File: src/rtl/chunked_serial_adder.sv
// chunked_serial_adder
//   Multi-cycle two's-complement adder/subtractor. Operands are summed CHUNK
//   bits per clock, least-significant chunk first, with the carry held in a
//   register between chunks. Supports A+B+cin, A-B, signed overflow detection
//   and optional saturation, with valid/ready handshakes on both sides.
//
// Ports
//   i_clk       clock, rising edge
//   i_rst       synchronous active-high reset
//   i_valid     operands/mode valid (sampled only while idle)
//   o_ready     idle and able to accept an operation
//   i_add1      operand A (signed)
//   i_add2      operand B (signed)
//   i_sub       1: A-B, 0: A+B+i_cin
//   i_cin       carry-in for add mode, ignored when subtracting
//   o_valid     result valid, held until i_ready
//   i_ready     consumer accepts the result
//   o_result    sum/difference, clamped on overflow when SATURATE=1
//   o_carry     raw carry out of the MSB (subtract: 1 = no borrow)
//   o_overflow  signed overflow flag, independent of SATURATE
module chunked_serial_adder #(
    parameter int unsigned WIDTH    = 32,
    parameter int unsigned CHUNK    = 2,
    parameter int unsigned SATURATE = 1
) (
    input  logic             i_clk,
    input  logic             i_rst,
    input  logic             i_valid,
    output logic             o_ready,
    input  logic [WIDTH-1:0] i_add1,
    input  logic [WIDTH-1:0] i_add2,
    input  logic             i_sub,
    input  logic             i_cin,
    output logic             o_valid,
    input  logic             i_ready,
    output logic [WIDTH-1:0] o_result,
    output logic             o_carry,
    output logic             o_overflow
);

    localparam int unsigned NCHUNK = WIDTH / CHUNK;
    localparam int unsigned CW     = (NCHUNK > 1) ? $clog2(NCHUNK) : 1;
    localparam logic [CW-1:0]    LAST = CW'(NCHUNK - 1);
    localparam logic [WIDTH-1:0] MASK = WIDTH'({CHUNK{1'b1}});

    typedef enum logic [1:0] {
        IDLE,
        RUN,
        DONE
    } state_t;

    state_t           state, state_next;
    logic [WIDTH-1:0] a, b_eff, raw, raw_next, sat_val;
    logic             carry;
    logic [CW-1:0]    cnt;
    logic [CHUNK:0]   csum;
    int unsigned      base;
    logic             last, ovf;

    // State register
    always_ff @(posedge i_clk) begin
        if (i_rst) begin
            state <= IDLE;
        end else begin
            state <= state_next;
        end
    end

    // Next state and handshake outputs
    always_comb begin
        state_next = state;
        o_ready    = 1'b0;
        o_valid    = 1'b0;
        case (state)
            IDLE: begin
                o_ready = 1'b1;
                if (i_valid) state_next = RUN;
            end
            RUN: begin
                if (last) state_next = DONE;
            end
            DONE: begin
                o_valid = 1'b1;
                if (i_ready) state_next = IDLE;
            end
            default: state_next = IDLE;
        endcase
    end

    // Chunk adder. Shifts select the current chunk and merge it back into the
    // raw result, so the chunk position never needs a variable part-select.
    always_comb begin
        base     = int'(cnt) * CHUNK;
        csum     = {1'b0, CHUNK'(a >> base)} + {1'b0, CHUNK'(b_eff >> base)}
                   + (CHUNK + 1)'(carry);
        raw_next = (raw & ~(MASK << base)) | (WIDTH'(csum[CHUNK-1:0]) << base);
        last     = (cnt == LAST);
        ovf      = (a[WIDTH-1] == b_eff[WIDTH-1]) && (raw_next[WIDTH-1] != a[WIDTH-1]);
        sat_val  = a[WIDTH-1] ? {1'b1, {(WIDTH-1){1'b0}}} : {1'b0, {(WIDTH-1){1'b1}}};
    end

    // Datapath
    always_ff @(posedge i_clk) begin
        if (i_rst) begin
            a          <= '0;
            b_eff      <= '0;
            carry      <= 1'b0;
            cnt        <= '0;
            raw        <= '0;
            o_result   <= '0;
            o_carry    <= 1'b0;
            o_overflow <= 1'b0;
        end else begin
            case (state)
                IDLE: begin
                    if (i_valid) begin
                        a     <= i_add1;
                        b_eff <= i_sub ? ~i_add2 : i_add2;
                        carry <= i_sub | i_cin;
                        cnt   <= '0;
                    end
                end
                RUN: begin
                    raw   <= raw_next;
                    carry <= csum[CHUNK];
                    cnt   <= cnt + 1'b1;
                    if (last) begin
                        o_carry    <= csum[CHUNK];
                        o_overflow <= ovf;
                        o_result   <= (SATURATE != 0 && ovf) ? sat_val : raw_next;
                    end
                end
                default: ;
            endcase
        end
    end

endmodule

File: config.mk
export PLATFORM = sky130hd
export DESIGN_NAME = chunked_serial_adder
export DESIGN_NICKNAME = d
export VERILOG_FILES = /design/src/rtl/chunked_serial_adder.sv
export SDC_FILE = /design/constraint.sdc
export NUM_CORES = 1
export LEC_CHECK = 0
export ABC_AREA = 1
export BUFFER_PORTS_ARGS = -buffer_cell sky130_fd_sc_hd__clkbuf_2
export CAP_MARGIN = 20
export CORE_UTILIZATION = 50
export DETAILED_ROUTE_END_ITERATION = 6
export GPL_TIMING_DRIVEN = 0
export PLACE_DENSITY_LB_ADDON = 0.25
export REMOVE_ABC_BUFFERS = 1
export SLEW_MARGIN = 20
export SYNTH_ARGS = -nofsm -noshare
export SYNTH_HDL_FRONTEND = slang
export SYNTH_SLANG_ARGS = --single-unit
File: constraint.sdc
create_clock -name i_clk -period 4.19 [get_ports i_clk]
set_input_delay 0 -clock i_clk [delete_from_list [all_inputs] [get_ports i_clk]]
set_output_delay 0 -clock i_clk [all_outputs]
set_load 0.005 [all_outputs]
# [After elaboration in Yosys (flattened, before gate mapping)]
# Cells that the tools add are included.
[totals] elab_cells=49 input_bits=70 ff_bits=137
[op_classes] shifts=4 n_eq_ne=8 add_sub_neg=3 bitwise=5 muxes=13 reduce_logical=7
[ops] op="32-bit two-way mux" count=3
[ops] op="32-bit NOT" count=2
[ops] op="32-bit by 5-bit right shift with 2-bit output" count=2
[ops] op="32-bit bitwise AND" count=1
[ops] op="32-bit bitwise OR" count=1
[ops] op="2-bit by 5-bit left shift with 32-bit output" count=1
[ops] op="2-bit by 5-bit left shift with 32-bit output (first input constant)" count=1
[ops] op="4-bit one-hot mux with 2 select lines" count=1
[ops] op="2-bit two-way mux" count=3
[ops] op="2-bit inequality test (second input constant)" count=3
[ops] op="2-bit one-hot mux with 3 select lines" count=1
[ops] op="2-bit AND reduction" count=3
[ops] op="4-bit by 1-bit adder with 4-bit output (second input constant)" count=1
[ops] op="4-bit == test (second input constant)" count=1
[ops] op="4-bit two-way mux" count=1
[ops] op="2-bit by 2-bit adder with 3-bit output" count=1
[ops] op="3-bit by 1-bit adder with 3-bit output" count=1
[ops] op="1-bit two-way mux" count=3
[ops] op="3-bit AND reduction" count=1
[ops] op="2-bit by 1-bit == test with 1-bit output (second input constant)" count=1
[ops] op="2-bit == test (second input constant)" count=1
[ops] op="2-bit logical NOT" count=1
[ops] op="1-bit one-hot mux with 2 select lines" count=1
[ops] op="2-bit nonzero test" count=1
[ops] op="other kinds (4)" count=4

# [Logic depth before layout (Yosys ltp)]
[logic_depth] ltp_word=8 depth_mapped=19 depth_no_buf=16

# [Least setup slack after synthesis]
# OpenSTA, ideal clock, no wires.
[synth_timing] path_type="register to register" from="register cnt[0]" to="register o_result[17]" setup_ps=70 t_arrival_ps=2840 required_time_ps=4120 path_slack_ps=1280 period_less_slack_ps=2910 path_stages_with_launch=17 path_buffers=3 cell_sequence="dfxtp_1 > buf_2 > inv_2 > buf_2 > buf_2 > o21ai_0 > o211ai_1 > nand3_1 > nand2_1 > fa_1 > fa_1 > inv_1 > nor2_1 > nand3_1 > o21ai_0 > nand2_1 > a21oi_1"
[synth_via] elab_chain_cells=8
[synth_lines] item="start: declaration" line="55" source="logic [CW-1:0] cnt;"
[synth_lines] item="start signal: assignment" line="126" source="cnt <= cnt + 1'b1;"
[synth_lines] item="32-bit by 5-bit right shift with 2-bit output" line="94" source="csum = {1'b0, CHUNK'(a >> base)} + {1'b0, CHUNK'(b_eff >> base)}"
[synth_lines] item="2-bit by 2-bit adder with 3-bit output" line="94"
[synth_lines] item="3-bit by 1-bit adder with 3-bit output" line="95" source="+ (CHUNK + 1)'(carry);"
[synth_lines] item="2-bit by 5-bit left shift with 32-bit output" line="96" source="raw_next = (raw & ~(MASK << base)) | (WIDTH'(csum[CHUNK-1:0]) << base);"
[synth_lines] item="32-bit bitwise OR" line="96"
[synth_lines] item="1-bit inequality test" line="98" source="ovf = (a[WIDTH-1] == b_eff[WIDTH-1]) && (raw_next[WIDTH-1] != a[WIDTH-1]);"
[synth_lines] item="1-bit logical AND" line="98"
[synth_lines] item="32-bit two-way mux" line="130" source="o_result <= (SATURATE != 0 && ovf) ? sat_val : raw_next;"
[synth_lines] item="end signal: assignment" line="130"
[synth_lines] item="end: declaration" line="36" source="output logic [WIDTH-1:0] o_result,"
# Several ways; a longest one is shown, not always the timed one.
# A chain may end at the register's enable or synchronous reset.

# [Final worst setup path]
[layout_timing] from="register cnt[2]" to="register o_result[1]"
# Same word-level chain as after synthesis.

==> metrics.txt <==
# TYPE chip_impl_metric gauge
chip_impl_info{name="run_status",value="finished clean"} 1
chip_impl_info{name="crit_family",value="adder cells"} 1
chip_impl_info{name="cts-root-buf",value="sky130_fd_sc_hd__clkbuf_16"} 1
chip_impl_metric{name="htreeDepth",unit=""} 4
chip_impl_metric{name="gpl.final_weighted_congestion",unit=""} 0.823
chip_impl_metric{name="synth.yosys.warnings",unit=""} 0
chip_impl_metric{name="timing.critical_path.fanout_max",unit=""} 19
chip_impl_info{name="crit_chain",value="inv_4, nand2_1, inv_1, nand2_1, nand2_1, inv_1, nand2_1, fa_1, fa_1, inv_1, nor2_1, nand3_1, o21ai_0, nand2_1, a21oi_1"} 1
chip_impl_metric{name="grt_overflow",unit=""} 0
chip_impl_metric{name="power_switching",unit="mW"} 0.892
chip_impl_metric{name="layout_min_cycle_time",unit="ns"} 3.79
chip_impl_metric{name="power_density",unit="mW/mm²"} 406
chip_impl_metric{name="finalNetCount",unit=""} 1118
chip_impl_metric{name="muxShareOfSynthArea",unit=""} 0
chip_impl_metric{name="largest_net_degree_at_the_start_of_global_routing",unit=""} 58
chip_impl_metric{name="timing.setup.tns",unit="ns"} 0
chip_impl_metric{name="vdd_drop_max",unit="V"} 0.000253
chip_impl_metric{name="crit_buf_inv",unit=""} 4
chip_impl_metric{name="period_share",unit=""} 0.905
chip_impl_metric{name="cts_buffer_depth",unit=""} 2
chip_impl_metric{name="route.detailed.drc",unit=""} 0
chip_impl_metric{name="synth.cell_area",unit="mm²"} 0.00652
chip_impl_metric{name="arrival",unit="ns"} 4.14
chip_impl_info{name="r2r_start",value="cnt[2]"} 1
chip_impl_metric{name="postLayoutCellArea",unit="mm²"} 0.00827
chip_impl_info{name="worstSetupStartpointType",value="register"} 1
chip_impl_metric{name="power.static_leakage",unit="nW"} 3.77
chip_impl_metric{name="avgRoutedWirePerCell",unit="µm"} 14.2
chip_impl_metric{name="slew-limit-headroom",unit=""} 0.326
chip_impl_metric{name="maxCapViolations",unit=""} 0
chip_impl_metric{name="setup_viol",unit=""} 0
chip_impl_metric{name="dr.first_iter.drc_count",unit=""} 403
chip_impl_metric{name="cts.sinks",unit=""} 137
chip_impl_info{name="largest_family_of_logic_cells_by_synthesized_area",value="compound AO/OA/AOI/OAI gates"} 1
chip_impl_metric{name="numPortBuffers",unit=""} 105
chip_impl_metric{name="dpl_wire_length",unit="mm"} 9.81
chip_impl_info{name="cts_tree",value="built"} 1
chip_impl_metric{name="final.hold.worst_slack",unit="ns"} 0.0246
chip_impl_metric{name="post_synthesis_share_of_cell_area_spent_on_full_adders_half_adders_and_majority_gates",unit=""} 0.0177
chip_impl_metric{name="async_reset_ff_frac",unit=""} 0
chip_impl_metric{name="final_layout_size_suffix_gt1_frac",unit=""} 0.152
chip_impl_metric{name="synthSimpleGateAreaFrac",unit=""} 0.192
chip_impl_metric{name="yosysSeqAreaShare",unit=""} 0.421
chip_impl_metric{name="cts.reportedPaths.clkPinSlew",unit="ns"} 0.05
chip_impl_metric{name="antenna-diode-count",unit=""} 0
chip_impl_metric{name="grt_first_pass_wirelength",unit="mm"} 28.5
chip_impl_metric{name="timing.critical_path.required",unit="ns"} 4.54
chip_impl_metric{name="fp.dieH",unit="µm"} 116
chip_impl_metric{name="post_cts.repair.setup_buffers",unit=""} 0
chip_impl_metric{name="first_global_vias",unit=""} 6025
chip_impl_metric{name="synth_compound_area_frac",unit=""} 0.229
chip_impl_metric{name="floorplan.die_area",unit="mm²"} 0.0135
chip_impl_metric{name="max_slew.worst_pin.slew",unit="ns"} 1.01
chip_impl_metric{name="ant_nets",unit=""} 0
chip_impl_metric{name="report.final.slew_viol_count",unit=""} 0
chip_impl_metric{name="synth_edf_count",unit=""} 0
chip_impl_info{name="worstSetupStartpoint",value="cnt[2]"} 1
chip_impl_metric{name="groute.usage.overall",unit=""} 0.272
chip_impl_metric{name="postPlaceCellArea",unit="mm²"} 0.00708
chip_impl_metric{name="clkLatencyLatePin",unit="ns"} 0.42
chip_impl_metric{name="swShare",unit=""} 0.266
chip_impl_info{name="crit_top_cell",value="sky130_fd_sc_hd__nand2_1"} 1
chip_impl_metric{name="initial_antenna_violation_count",unit=""} 0
chip_impl_metric{name="top_level_ports",unit=""} 106
chip_impl_metric{name="die_w",unit="µm"} 116
chip_impl_metric{name="synthToLayoutAreaGrowth",unit="%"} 26.8
chip_impl_info{name="critical-path-slowest-cell",value="sky130_fd_sc_hd__dfxtp_2"} 1
chip_impl_metric{name="finalNonFillerCells",unit=""} 1223
chip_impl_metric{name="final_util",unit=""} 0.652
chip_impl_info{name="crit_type",value="register to register"} 1
chip_impl_info{name="cp-end-kind",value="register"} 1
chip_impl_metric{name="combinational_share_of_power",unit=""} 0.163
chip_impl_metric{name="grt_use_met1",unit=""} 0.355
chip_impl_metric{name="grt_util_met2",unit=""} 0.446
chip_impl_info{name="hold_start",value="i_add2[29]"} 1
chip_impl_metric{name="syn_avg_cell_area",unit="µm²"} 7.12
chip_impl_metric{name="placementRows",unit=""} 41
chip_impl_metric{name="floorplan.initialDensity",unit=""} 0.514
chip_impl_metric{name="yosysUniqueCellTypes",unit=""} 30
chip_impl_metric{name="synth_xor_area_frac",unit=""} 0.0430
chip_impl_metric{name="finalWirelength",unit="mm"} 17.3
chip_impl_metric{name="post-place-cells",unit=""} 1129
chip_impl_metric{name="timing.final.hold_violations",unit=""} 0
chip_impl_metric{name="cell_int_power",unit="mW"} 2.46
chip_impl_info{name="globalRoute.busiestLayer",value="met2"} 1
chip_impl_metric{name="crit_path_max_incr_delay",unit="ns"} 0.64
chip_impl_metric{name="tritoncts.num_buffers",unit=""} 17
chip_impl_metric{name="gr_util_met3",unit=""} 0.0550
chip_impl_metric{name="register_bit_total_from_synthesis",unit=""} 137
chip_impl_info{name="grt_setup_unrepaired",value="false"} 1
chip_impl_metric{name="core-area",unit="mm²"} 0.0127
chip_impl_metric{name="p_clk_frac",unit=""} 0.410
chip_impl_metric{name="syn_inst",unit=""} 915
chip_impl_metric{name="sequentialPowerShare",unit=""} 0.427
chip_impl_metric{name="max_clock_freq",unit="MHz"} 264
chip_impl_info{name="postSynth.topFlopCell",value="sky130_fd_sc_hd__dfxtp_1"} 1
chip_impl_metric{name="first_pass_iters",unit=""} 4
chip_impl_metric{name="finalClockSkew",unit="ns"} 0.00501
chip_impl_info{name="worst_hold_path_type",value="input port to register"} 1
chip_impl_metric{name="routed_via_density",unit=""} 5.25
chip_impl_metric{name="routed-via-count",unit=""} 6421
-- worst paths after layout --
path / endpoint / slack [ns] / cells after the start
min: b_eff[29] / 0.02 / 4
max: o_result[1] / 0.40 / 15
min reg2reg: b_eff[10] / 0.45 / 2
max reg2reg: o_result[1] / 0.40 / 15
-- power by group through the flow --
stage               Sequential (mW)  Clock, mW  Combinational (mW)
floorplan                      1.45          0               0.315
global placement               1.46          0               0.453
finish                         1.43       1.37               0.548
CTS                            1.43       1.38               0.539
global route                   1.44       1.45               0.615
detailed placement             1.46          0               0.486
-- cell usage after synthesis, types with 2 or more instances --
| cell | count | area share |
|---|---|---|
| sky130_fd_sc_hd__xnor2_1 | 16 | 0.021 |
| sky130_fd_sc_hd__o21ai_0 | 177 | 0.14 |
| sky130_fd_sc_hd__nand2_2 | 3 | 0.0029 |
| sky130_fd_sc_hd__nor2_1 | 167 | 0.096 |
| sky130_fd_sc_hd__nor3_2 | 2 | 0.0031 |
| sky130_fd_sc_hd__a21oi_1 | 75 | 0.058 |
| sky130_fd_sc_hd__nand3_1 | 37 | 0.028 |
| sky130_fd_sc_hd__ha_1 | 6 | 0.012 |
| sky130_fd_sc_hd__buf_6 | 3 | 0.0052 |
| sky130_fd_sc_hd__xor2_1 | 16 | 0.021 |
| sky130_fd_sc_hd__inv_1 | 77 | 0.044 |
| sky130_fd_sc_hd__o22ai_1 | 4 | 0.0038 |
| sky130_fd_sc_hd__buf_2 | 22 | 0.017 |
| sky130_fd_sc_hd__buf_4 | 5 | 0.0058 |
| sky130_fd_sc_hd__o211ai_1 | 8 | 0.0092 |
| sky130_fd_sc_hd__nand2_4 | 3 | 0.0052 |
| sky130_fd_sc_hd__nor2_2 | 2 | 0.0019 |
| sky130_fd_sc_hd__nand2_1 | 87 | 0.050 |
| sky130_fd_sc_hd__dfxtp_1 | 137 | 0.42 |
| sky130_fd_sc_hd__a211oi_1 | 17 | 0.020 |
| sky130_fd_sc_hd__fa_1 | 2 | 0.0061 |
| sky130_fd_sc_hd__clkbuf_1 | 37 | 0.021 |
| sky130_fd_sc_hd__inv_2 | 5 | 0.0029 |
-- per-layer routing --
layer | share of wire | routed length, µm
met1 | 0.45 | 7810
met2 | 0.47 | 8110
met3 | 0.061 | 1060
met4 | 0.020 | 354
met5 | 0 | 0
-- logic make-up after synthesis --
family | after synthesis
AO/OA/AOI/OAI | 283
XOR/XNOR | 32
adder cells (fa/ha/maj) | 8
buffers and inverters | 152
flip-flops | 137
AND/OR/NAND/NOR | 303
-- metrics by stage --
| stage | power [mW] | setup WS (ns) |
|---|---|---|
| finish | 3.35 | 0.396 |
| CTS | 3.35 | 0.0971 |
| floorplan | 1.77 | 0.00545 |
| global placement | 1.92 | -2.40 |
| detailed placement | 1.94 | -0.798 |
| global route | 3.51 | 0.192 |
-- sequential cells by signal (all words and copies together) (netlist names) --
name / flops
a: 32
b_eff: 32
o_result: 32
raw: 32
cnt: 4
state: 2
carry: 1
o_carry: 1
o_overflow: 1
-- cells in the final DEF (no fill, tap or decap), types with 8 or more instances in the layout --
cell type,synthesis,final
sky130_fd_sc_hd__a211oi_1,17,17
sky130_fd_sc_hd__clkbuf_2,0,104
sky130_fd_sc_hd__xor2_1,16,16
sky130_fd_sc_hd__dfxtp_1,137,134
sky130_fd_sc_hd__dlygate4sd3_1,0,63
sky130_fd_sc_hd__nand2_1,87,87
sky130_fd_sc_hd__xnor2_1,16,16
sky130_fd_sc_hd__nor2_1,167,166
sky130_fd_sc_hd__o21ai_0,177,177
sky130_fd_sc_hd__nand3_1,37,37
sky130_fd_sc_hd__a21oi_1,75,75
sky130_fd_sc_hd__clkbuf_16,0,17
sky130_fd_sc_hd__inv_1,77,75
sky130_fd_sc_hd__o211ai_1,8,8
-- timing repair --
item | in CTS | in global routing
hold buffers | 63 | 0
hold endpoints to repair | 63 | 0
setup endpoints to repair | 57 | 36
gates cloned | 1 | 0
pin swaps | 1 | 0
resized for setup | 2 | 2
-- worst reg2reg max path: stages, from the launching register on --
cell	delay [ns]
sky130_fd_sc_hd__dfxtp_2	0.64
sky130_fd_sc_hd__inv_4	0.22
sky130_fd_sc_hd__nand2_1	0.26
sky130_fd_sc_hd__inv_1	0.20
sky130_fd_sc_hd__nand2_1	0.11
sky130_fd_sc_hd__nand2_1	0.05
sky130_fd_sc_hd__inv_1	0.05
sky130_fd_sc_hd__nand2_1	0.10
sky130_fd_sc_hd__fa_1	0.44
sky130_fd_sc_hd__fa_1	0.60
sky130_fd_sc_hd__inv_1	0.10
sky130_fd_sc_hd__nor2_1	0.28
sky130_fd_sc_hd__nand3_1	0.13
sky130_fd_sc_hd__o21ai_0	0.29
sky130_fd_sc_hd__nand2_1	0.11
sky130_fd_sc_hd__a21oi_1	0.13
-- final cells by class --
type / count / area (µm²)
inverters: 84 / 319
multi-input cells: 627 / 3170
repair buffers: 173 / 1280
clock inverters: 3 / 40.0
clock buffers: 27 / 493
fillers: 1133 / 4400
well taps: 172 / 215
flip-flops and latches: 137 / 2750
No activity file was read; power rests on OpenSTA's default activity.
